--- src/rtl/pc_redirect_ctrl_if.sv ---
// Handshake/bus bundle between the hazard/commit logic and the fetch PC controller.
// The master drives the redirect/stall requests and the slave (the controller) drives the fetch controls.
interface pc_redirect_ctrl_if #(
    parameter int CNT_W = 16
);
    logic              trapReq;
    logic              branchTakenE;
    logic [31:0]       branchTargetE;
    logic              jumpD;
    logic [31:0]       jumpTargetD;
    logic              stallReq;
    logic              imemReady;
    logic [31:0]       pcF;
    logic              stallF;
    logic              stallD;
    logic              flushD;
    logic              flushE;
    logic              misalign;
    logic              redirect;
    logic [CNT_W-1:0]  redirCnt;

    modport master (
        output trapReq, branchTakenE, branchTargetE, jumpD, jumpTargetD, stallReq, imemReady,
        input  pcF, stallF, stallD, flushD, flushE, misalign, redirect, redirCnt
    );

    modport slave (
        input  trapReq, branchTakenE, branchTargetE, jumpD, jumpTargetD, stallReq, imemReady,
        output pcF, stallF, stallD, flushD, flushE, misalign, redirect, redirCnt
    );
endinterface

--- src/rtl/pc_redirect_ctrl.sv ---
// Fetch PC owner: arbitrates trap > branch > jump > sequential and drives pipeline stall/flush.
// Redirects land on pcF one edge after they are seen; a redirect during imem backpressure is parked in PEND.
module pc_redirect_ctrl #(
    parameter logic [31:0] RESET_PC = 32'h0000_0000,
    parameter logic [31:0] TRAP_VEC = 32'h0000_0004,
    parameter int          CNT_W    = 16
) (
    input  logic                 clk,
    input  logic                 reset,
    pc_redirect_ctrl_if.slave    bus
);

    typedef enum logic [1:0] {BOOT, RUN, PEND} state_t;

    state_t            r_state;
    state_t            w_state_nxt;
    logic [31:0]       r_pc;
    logic [31:0]       w_pc_nxt;
    logic [31:0]       r_pend_pc;
    logic [31:0]       w_pend_nxt;
    logic [CNT_W-1:0]  r_cnt;
    logic              r_redirect;
    logic              w_apply;

    logic              w_hi_evt;
    logic              w_evt;
    logic [31:0]       w_raw_tgt;
    logic [31:0]       w_tgt;
    logic              w_misalign;

    logic              w_stall_f;
    logic              w_stall_d;
    logic              w_flush_d;
    logic              w_flush_e;

    // Jumps only count in RUN; in PEND decode is already being flushed.
    always_comb begin
        w_hi_evt  = bus.trapReq | bus.branchTakenE;
        w_raw_tgt = bus.trapReq      ? TRAP_VEC          :
                    bus.branchTakenE ? bus.branchTargetE :
                                       bus.jumpTargetD;
        w_evt     = 1'b0;
        if (r_state == RUN) begin
            w_evt = w_hi_evt | bus.jumpD;
        end else if (r_state == PEND) begin
            w_evt = w_hi_evt;
        end
        w_misalign = reset & w_evt & ~bus.trapReq & (w_raw_tgt[1:0] != 2'b00);
        w_tgt      = w_misalign ? TRAP_VEC : w_raw_tgt;
    end

    always_comb begin
        w_state_nxt = r_state;
        w_pc_nxt    = r_pc;
        w_pend_nxt  = r_pend_pc;
        w_apply     = 1'b0;
        w_stall_f   = 1'b0;
        w_stall_d   = 1'b0;
        w_flush_d   = 1'b0;
        w_flush_e   = 1'b0;

        case (r_state)
            BOOT: begin
                w_stall_f   = 1'b1;
                w_flush_d   = 1'b1;
                w_state_nxt = RUN;
            end
            RUN: begin
                if (w_evt) begin
                    // A redirect overrides any load-use stall in the same cycle.
                    w_flush_d = 1'b1;
                    w_flush_e = w_hi_evt;
                    w_stall_f = ~bus.imemReady;
                    if (bus.imemReady) begin
                        w_pc_nxt = w_tgt;
                        w_apply  = 1'b1;
                    end else begin
                        w_pend_nxt  = w_tgt;
                        w_state_nxt = PEND;
                    end
                end else begin
                    w_stall_f = bus.stallReq | ~bus.imemReady;
                    w_stall_d = bus.stallReq;
                    w_flush_e = bus.stallReq;
                    if (!(bus.stallReq | ~bus.imemReady)) begin
                        w_pc_nxt = r_pc + 32'd4;
                    end
                end
            end
            PEND: begin
                w_stall_f = 1'b1;
                w_flush_d = 1'b1;
                w_flush_e = w_hi_evt;
                if (w_evt) begin
                    w_pend_nxt = w_tgt;
                end
                if (bus.imemReady) begin
                    w_pc_nxt    = w_evt ? w_tgt : r_pend_pc;
                    w_apply     = 1'b1;
                    w_state_nxt = RUN;
                end
            end
            default: begin
                w_state_nxt = BOOT;
            end
        endcase

        if (!reset) begin
            w_stall_f = 1'b0;
            w_stall_d = 1'b0;
            w_flush_d = 1'b1;
            w_flush_e = 1'b1;
        end
    end

    always_ff @(posedge clk or negedge reset) begin
        if (!reset) begin
            r_state    <= BOOT;
            r_pc       <= RESET_PC;
            r_pend_pc  <= 32'h0;
            r_cnt      <= '0;
            r_redirect <= 1'b0;
        end else begin
            r_state    <= w_state_nxt;
            r_pc       <= w_pc_nxt;
            r_pend_pc  <= w_pend_nxt;
            r_redirect <= w_apply;
            if (w_apply && (r_cnt != {CNT_W{1'b1}})) begin
                r_cnt <= r_cnt + CNT_W'(1);
            end
        end
    end

    assign bus.pcF      = r_pc;
    assign bus.stallF   = w_stall_f;
    assign bus.stallD   = w_stall_d;
    assign bus.flushD   = w_flush_d;
    assign bus.flushE   = w_flush_e;
    assign bus.misalign = w_misalign;
    assign bus.redirect = r_redirect;
    assign bus.redirCnt = r_cnt;

endmodule

--- src/flat_wrapper.sv ---
// flat-port wrapper written by rule: the top's interface ports become plain ports
module pc_redirect_ctrl_flat 
#(
    parameter logic [31:0] RESET_PC = 32'h0000_0000,
    parameter logic [31:0] TRAP_VEC = 32'h0000_0004,
    parameter int          CNT_W    = 16
)
  (clk, reset, bus_trapReq, bus_branchTakenE, bus_branchTargetE, bus_jumpD, bus_jumpTargetD, bus_stallReq, bus_imemReady, bus_pcF, bus_stallF, bus_stallD, bus_flushD, bus_flushE, bus_misalign, bus_redirect, bus_redirCnt);
  pc_redirect_ctrl_if #(.CNT_W(CNT_W)) bus_i ();
  input  logic clk;
  input  logic reset;
  input wire logic [$bits(bus_i.trapReq)-1:0] bus_trapReq;
  input wire logic [$bits(bus_i.branchTakenE)-1:0] bus_branchTakenE;
  input wire logic [$bits(bus_i.branchTargetE)-1:0] bus_branchTargetE;
  input wire logic [$bits(bus_i.jumpD)-1:0] bus_jumpD;
  input wire logic [$bits(bus_i.jumpTargetD)-1:0] bus_jumpTargetD;
  input wire logic [$bits(bus_i.stallReq)-1:0] bus_stallReq;
  input wire logic [$bits(bus_i.imemReady)-1:0] bus_imemReady;
  output wire logic [$bits(bus_i.pcF)-1:0] bus_pcF;
  output wire logic [$bits(bus_i.stallF)-1:0] bus_stallF;
  output wire logic [$bits(bus_i.stallD)-1:0] bus_stallD;
  output wire logic [$bits(bus_i.flushD)-1:0] bus_flushD;
  output wire logic [$bits(bus_i.flushE)-1:0] bus_flushE;
  output wire logic [$bits(bus_i.misalign)-1:0] bus_misalign;
  output wire logic [$bits(bus_i.redirect)-1:0] bus_redirect;
  output wire logic [$bits(bus_i.redirCnt)-1:0] bus_redirCnt;
  assign bus_i.trapReq = bus_trapReq;
  assign bus_i.branchTakenE = bus_branchTakenE;
  assign bus_i.branchTargetE = bus_branchTargetE;
  assign bus_i.jumpD = bus_jumpD;
  assign bus_i.jumpTargetD = bus_jumpTargetD;
  assign bus_i.stallReq = bus_stallReq;
  assign bus_i.imemReady = bus_imemReady;
  assign bus_pcF = bus_i.pcF;
  assign bus_stallF = bus_i.stallF;
  assign bus_stallD = bus_i.stallD;
  assign bus_flushD = bus_i.flushD;
  assign bus_flushE = bus_i.flushE;
  assign bus_misalign = bus_i.misalign;
  assign bus_redirect = bus_i.redirect;
  assign bus_redirCnt = bus_i.redirCnt;
  pc_redirect_ctrl #(.RESET_PC(RESET_PC), .TRAP_VEC(TRAP_VEC), .CNT_W(CNT_W)) u_core (.clk(clk), .reset(reset), .bus(bus_i));
endmodule
--- config.mk ---
export PLATFORM = sky130hd
export DESIGN_NAME = pc_redirect_ctrl_flat
export DESIGN_NICKNAME = d
export VERILOG_FILES = /design/src/rtl/pc_redirect_ctrl_if.sv /design/src/rtl/pc_redirect_ctrl.sv /design/src/flat_wrapper.sv
export SDC_FILE = /design/constraint.sdc
export NUM_CORES = 1
export LEC_CHECK = 0
export ABC_CLOCK_PERIOD_IN_PS = 2980
export CORE_ASPECT_RATIO = 2
export CORE_UTILIZATION = 50
export DETAILED_ROUTE_END_ITERATION = 6
export GPL_TIMING_DRIVEN = 0
export PLACE_DENSITY = 0.8
export SYNTH_ARGS = -nofsm -noshare
export SYNTH_HDL_FRONTEND = slang
export SYNTH_SLANG_ARGS = --single-unit
--- constraint.sdc ---
create_clock -name clk -period 2.98 [get_ports clk]
set_input_delay 0.447 -clock clk [delete_from_list [all_inputs] [get_ports clk]]
set_output_delay 0.447 -clock clk [all_outputs]
set_load 0.02 [all_outputs]
; Word level (Yosys, flattened, before mapping)
; Index checks and enable logic that the tools add are counted.
[totals]
register_bits = 83
[op_classes]
add_sub_neg = 2
n_eq_ne = 8
mux = 33
bitwise = 8
reduce_logical = 8
[op_table]
columns = cell, count
row1 = two-way mux 32 bit, 10
row2 = one-hot mux 32 bit (2 select lines), 2
row3 = "adder 32 x 3 -> 32 bit, second input constant", 1
row4 = "adder 16 x 1 -> 16 bit, second input constant", 1
row5 = "inequality test 16 bit, second input constant", 1
row6 = two-way mux 1 bit, 13
row7 = one-hot mux 1 bit (2 select lines), 4
row8 = two-way mux 2 bit, 3
row9 = one-hot mux 2 bit (3 select lines), 1
row10 = AND reduction 3 bit, 2
row11 = "inequality test 2 bit, second input constant", 2
row12 = AND reduction 4 bit, 1
row13 = nonzero test 2 bit, 2
row14 = bitwise AND 1 bit, 3
row15 = "inequality test 3 x 2 -> 1 bit, second input constant", 1
row16 = "inequality test 3 bit, second input constant", 1
row17 = OR 1 bit, 3
row18 = "== test 2 x 1 -> 1 bit, second input constant", 1
row19 = "== test 2 bit, second input constant", 1
row20 = logical NOT 2 bit, 1
row21 = "inequality test 2 x 1 -> 1 bit, second input constant", 1
row22 = inverter 1 bit, 2
row23 = OR reduction 2 bit, 1
row24 = logical AND 1 bit, 1

; Depth between registers and ports, before layout
[logic_depth]
ltp_word = 10
depth_mapped = 10

; Worst setup path before layout
; No wires, ideal clock.
[synth_timing]
path_type = reg-to-output
startpoint = register u_core.r_state[0]
endpoint = output bus_stallF
arrival_time_ns = 1.998
slack_ns = 0.535
path_stages_with_launch = 9
cell_sequence = dfrtp_1 > inv_1 > ha_1 > clkbuf_1 > clkbuf_1 > nor2_1 > nand2_1 > nor2_1 > nor3b_1
[synth_between]
elab_chain_len = 6
[synth_rtl]
columns = item, line
row1 = "start, declared", pc_redirect_ctrl.sv:15  ; state_t r_state;
row2 = "start signal, assigned", pc_redirect_ctrl.sv:124  ; r_state <= w_state_nxt;
row3 = == test 2 bit, "pc_redirect_ctrl.sv:45, pc_redirect_ctrl.sv:62"
row4 = two-way mux 1 bit, pc_redirect_ctrl.sv:45  ; end else if (r_state == PEND) begin
row5 = two-way mux 1 bit, pc_redirect_ctrl.sv:43  ; if (r_state == RUN) begin
row6 = two-way mux 1 bit, pc_redirect_ctrl.sv:69  ; if (w_evt) begin
row7 = one-hot mux 1 bit (2 select lines) *, pc_redirect_ctrl.sv:62  ; case (r_state)
row8 = two-way mux 1 bit *, pc_redirect_ctrl.sv:108  ; if (!reset) begin
row9 = "end, declared", flat_wrapper.sv:20  ; output wire logic [$bits(bus_i.stallF)-1:0] bus_stallF;
; Every way passes the cells marked *; elsewhere a longest branch is shown, timed or not.

; Worst setup path in the final report
[layout_timing]
startpoint = input bus_branchTakenE
endpoint = output bus_stallD
[layout_between]
elab_chain_len = 6
[layout_rtl]
columns = item, line
row1 = "start, declared", flat_wrapper.sv:13  ; input wire logic [$bits(bus_i.branchTakenE)-1:0] bus_branchTakenE;
row2 = OR 1 bit *, pc_redirect_ctrl.sv:38  ; w_hi_evt = bus.trapReq | bus.branchTakenE;
row3 = two-way mux 1 bit or OR 1 bit (tied branches), "pc_redirect_ctrl.sv:45, pc_redirect_ctrl.sv:44"
row4 = two-way mux 1 bit *, pc_redirect_ctrl.sv:43
row5 = two-way mux 1 bit *, pc_redirect_ctrl.sv:69
row6 = two-way mux 1 bit *, pc_redirect_ctrl.sv:62
row7 = two-way mux 1 bit *, pc_redirect_ctrl.sv:108
row8 = "end, declared", flat_wrapper.sv:21  ; output wire logic [$bits(bus_i.stallD)-1:0] bus_stallD;
; Marks and branches as above.

==> results.cfg <==
[run_status]
status = finished, final reports clean

[clock_tree]
clk_pin_slew_ns = 0.06
cts_buffers = 9
cts.sinks = 83
insertion_delay_ns = 0.34
htreeDepth = 3
tritoncts = done
root_buffer = clkbuf_16
ctsHoldBuffers = 0
clock_path_buffers = 2

[timing]
slew_viol_final = 0
max_freq_ghz = 0.3458
rsz0062_at_grt = false
hold_ws_ns = 0.001530
tightest_slew_ns = 0.8958
finalCriticalPeriod_ns = 2.892
setup_viol_count_final = 0
post-route-period-util_pct = 97.04
final-hold-violation-count = 0
fin_worst_skew_ns = 0.007157
maxSlewHeadroom_pct = 40.06
setup_tns_ns = 0

[floorplan]
die_y_um = 144.7
design.die.area_mm2 = 0.01061
ios = 125
core_area_mm2 = 0.009827
die_w_um = 73.34
row_count = 51
start_util_pct = 51.78

[logic_synthesis]
synth_top_family_by_area = compound AO/OA/AOI/OAI gates
synth_top_area_cell = dfrtp_1
synth.area.mux_share_pct = 7.672
synth_nets = 636
synth-seq-cells = 83
seq_area_frac_synth_pct = 40.82
ys_top_cells_by_area = dfrtp_1, mux2i_1, nand2_1
synth-async-reset-ratio_pct = 100.0
synth_top_area_share_pct = 40.82
synth_edf_count = 0
ys.flop_type = dfrtp_1
synth_cells = 558
synth.most_common_cell = dfrtp_1
synth_xor_area_share_pct = 3.787
syn-cell-area_mm2 = 0.005089
ys_warn_count = 0
ys_types = 67
ys_top_cells_by_count = dfrtp_1, nand2_1, nor2_1
synth_fa_ha_area_share_pct = 1.721
postSynthAreaPerCell_um2 = 9.119
synth-compound-area-share_pct = 23.01
synth-simple-area-share_pct = 18.29

[worst_setup_path]
crit_family = buffers and inverters
slowest_stage = clkdlybuf4s50_1
max_stage_delay_ns = 0.60
crit_type = in2out
start_kind = input port
cp.arrival_ns = 2.44
critical_path.endpoint_type = primary output
critPathRequiredTime_ns = 2.53
crit_top_cell = clkdlybuf4s50_1
path_cells = clkdlybuf4s50_1 > buf_4 > nor3_4 > and3_1 > and2_1 > clkdlybuf4s50_1
cp_max_fo = 10
critPathBufInv = 3

[power]
ir_worst_vdd_mv = 0.6191
p_leak_nw = 2.819
p_per_area_mw_per_mm2 = 900.5

[drt]
postRouteAntennaNets = 0
vias_per_cell = 6.379
num_vias = 5301
drtIter0Drc = 568
first_pass_iters = 7
wl_per_cell_um = 21.14
drt_wl_total_um = 17570
drc = 0

[grt]
grt_pass1_wl_um = 27190
gr-usage-all-layers_pct = 34.60
grt_max_degree = 64
overflow = 0
grt_pass1_vias = 5342
antenna_found_initial = 0

[finish]
post_route_cells_drive_above_1_share_pct = 9.442
n_antenna_cell = 0
layout.nets = 772
syn2layout_area_growth_pct = 34.94

[place]
gp_congestion = 0.9308
dpl.hpwl_um = 13040
port-buffer-count = 123

[job]
drv_cap = 0

[worst_hold_path]
hold_class = in2async
metal layers:
layer	vias up	share of wire (%)	global-route usage, %
met5	-	0	0
met4	0	6.5	25.61
met3	90	7.4	5.402
met2	322	53	60.82
met1	2532	34	36.30
li1	2357	-	-
report_power, final:
group          switching (mW)  total [mW]  internal [mW]
Sequential              0.412        1.91           1.50
Combinational            1.84        3.04           1.20
Clock                   0.452        1.23          0.775
per-stage QoR:
stage / area [um^2] / setup slack [ns] / utilization [%] / cells / total power, mW
final: 6867 / 0.08810 / 69.88 / 831 / 6.184
after floorplan: 5089 / 0.5351 / - / 558 / 3.598
after global placement: 6485 / -3.069 / 65.99 / 813 / 4.802
after detailed placement: 6510 / -0.5038 / 66.25 / 814 / 4.879
after CTS: 6862 / 0.05406 / 69.82 / 831 / 6.118
after global routing: 6867 / 0.01163 / 69.88 / 831 / 6.485
worst paths after layout:
path	endpoint	startpoint	slack, ns	cells past startpoint
worst min-delay path	u_core.bus.pcF[0]$_DFFE_PN0P_	reset	0.002	1
worst max register to register	u_core.bus.pcF[18]$_DFFE_PN0P_	u_core.r_state[1]$_DFFE_PN0P_	0.18	11
min in group clk	u_core.r_pend_pc[15]$_DFFE_PN0P_	u_core.r_pend_pc[15]$_DFFE_PN0P_	0.48	2
max in group asynchronous	u_core.bus.pcF[18]$_DFFE_PN0P_	reset	2.35	2
worst max-delay path	bus_stallD	bus_branchTakenE	0.09	6
worst min register to register	u_core.r_pend_pc[15]$_DFFE_PN0P_	u_core.r_pend_pc[15]$_DFFE_PN0P_	0.48	2
state kept, by name, indices dropped and copies added, names as in the netlist:
register	count
u_core.bus.pcF	32
u_core.r_pend_pc	32
u_core.bus.redirCnt	16
u_core.r_state	2
u_core.bus.redirect	1
area by class of cell:
type	count	area (um^2)
Fill cell	840	2960
Inverter	15	56.30
Tap cell	132	165.2
Multi-Input combinational cell	420	2789
Sequential cell	83	2077
Clock buffer	11	252.7
Buffer	40	191.4
Clock inverter	5	75.07
Timing Repair Buffer	125	1260
cells by family after synthesis:
| group | after synthesis |
|---|---|
| XOR/XNOR | 22 |
| flip-flops | 83 |
| multiplexers | 38 |
| AND/OR/NAND/NOR | 189 |
| AO/OA/AOI/OAI | 164 |
| adder cells (fa/ha/maj) | 7 |
| buffers and inverters | 55 |
layout by cell type (no fill, tap or decap), drive strengths merged, types with 4 or more instances in the layout:
master | Yosys | final
or4 | 6 | 6
xor2 | 7 | 7
ha | 7 | 7
clkdlybuf4s50 | 0 | 118
a32oi | 4 | 4
dfrtp | 83 | 83
a221o | 7 | 7
xnor2 | 15 | 15
o31ai | 26 | 26
mux2i | 30 | 30
nand3 | 12 | 12
a32o | 4 | 4
and3 | 4 | 4
o211ai | 5 | 5
o21ai | 37 | 37
clkbuf | 18 | 30
a21o | 4 | 4
nor2 | 45 | 45
mux2 | 8 | 8
o22ai | 5 | 5
inv | 15 | 15
nor4 | 12 | 12
a31oi | 10 | 10
nand4 | 14 | 14
nand2 | 62 | 62
buf | 22 | 25
a21oi | 28 | 28
nor3 | 23 | 23
repair_timing:
action,in CTS,in global routing
buffers inserted,1,0
hold endpoints to repair,0,0
pin swaps,1,0
resized for setup,12,6
setup endpoints to repair,4,3
Note: power is estimated with default switching activity, not from simulation.
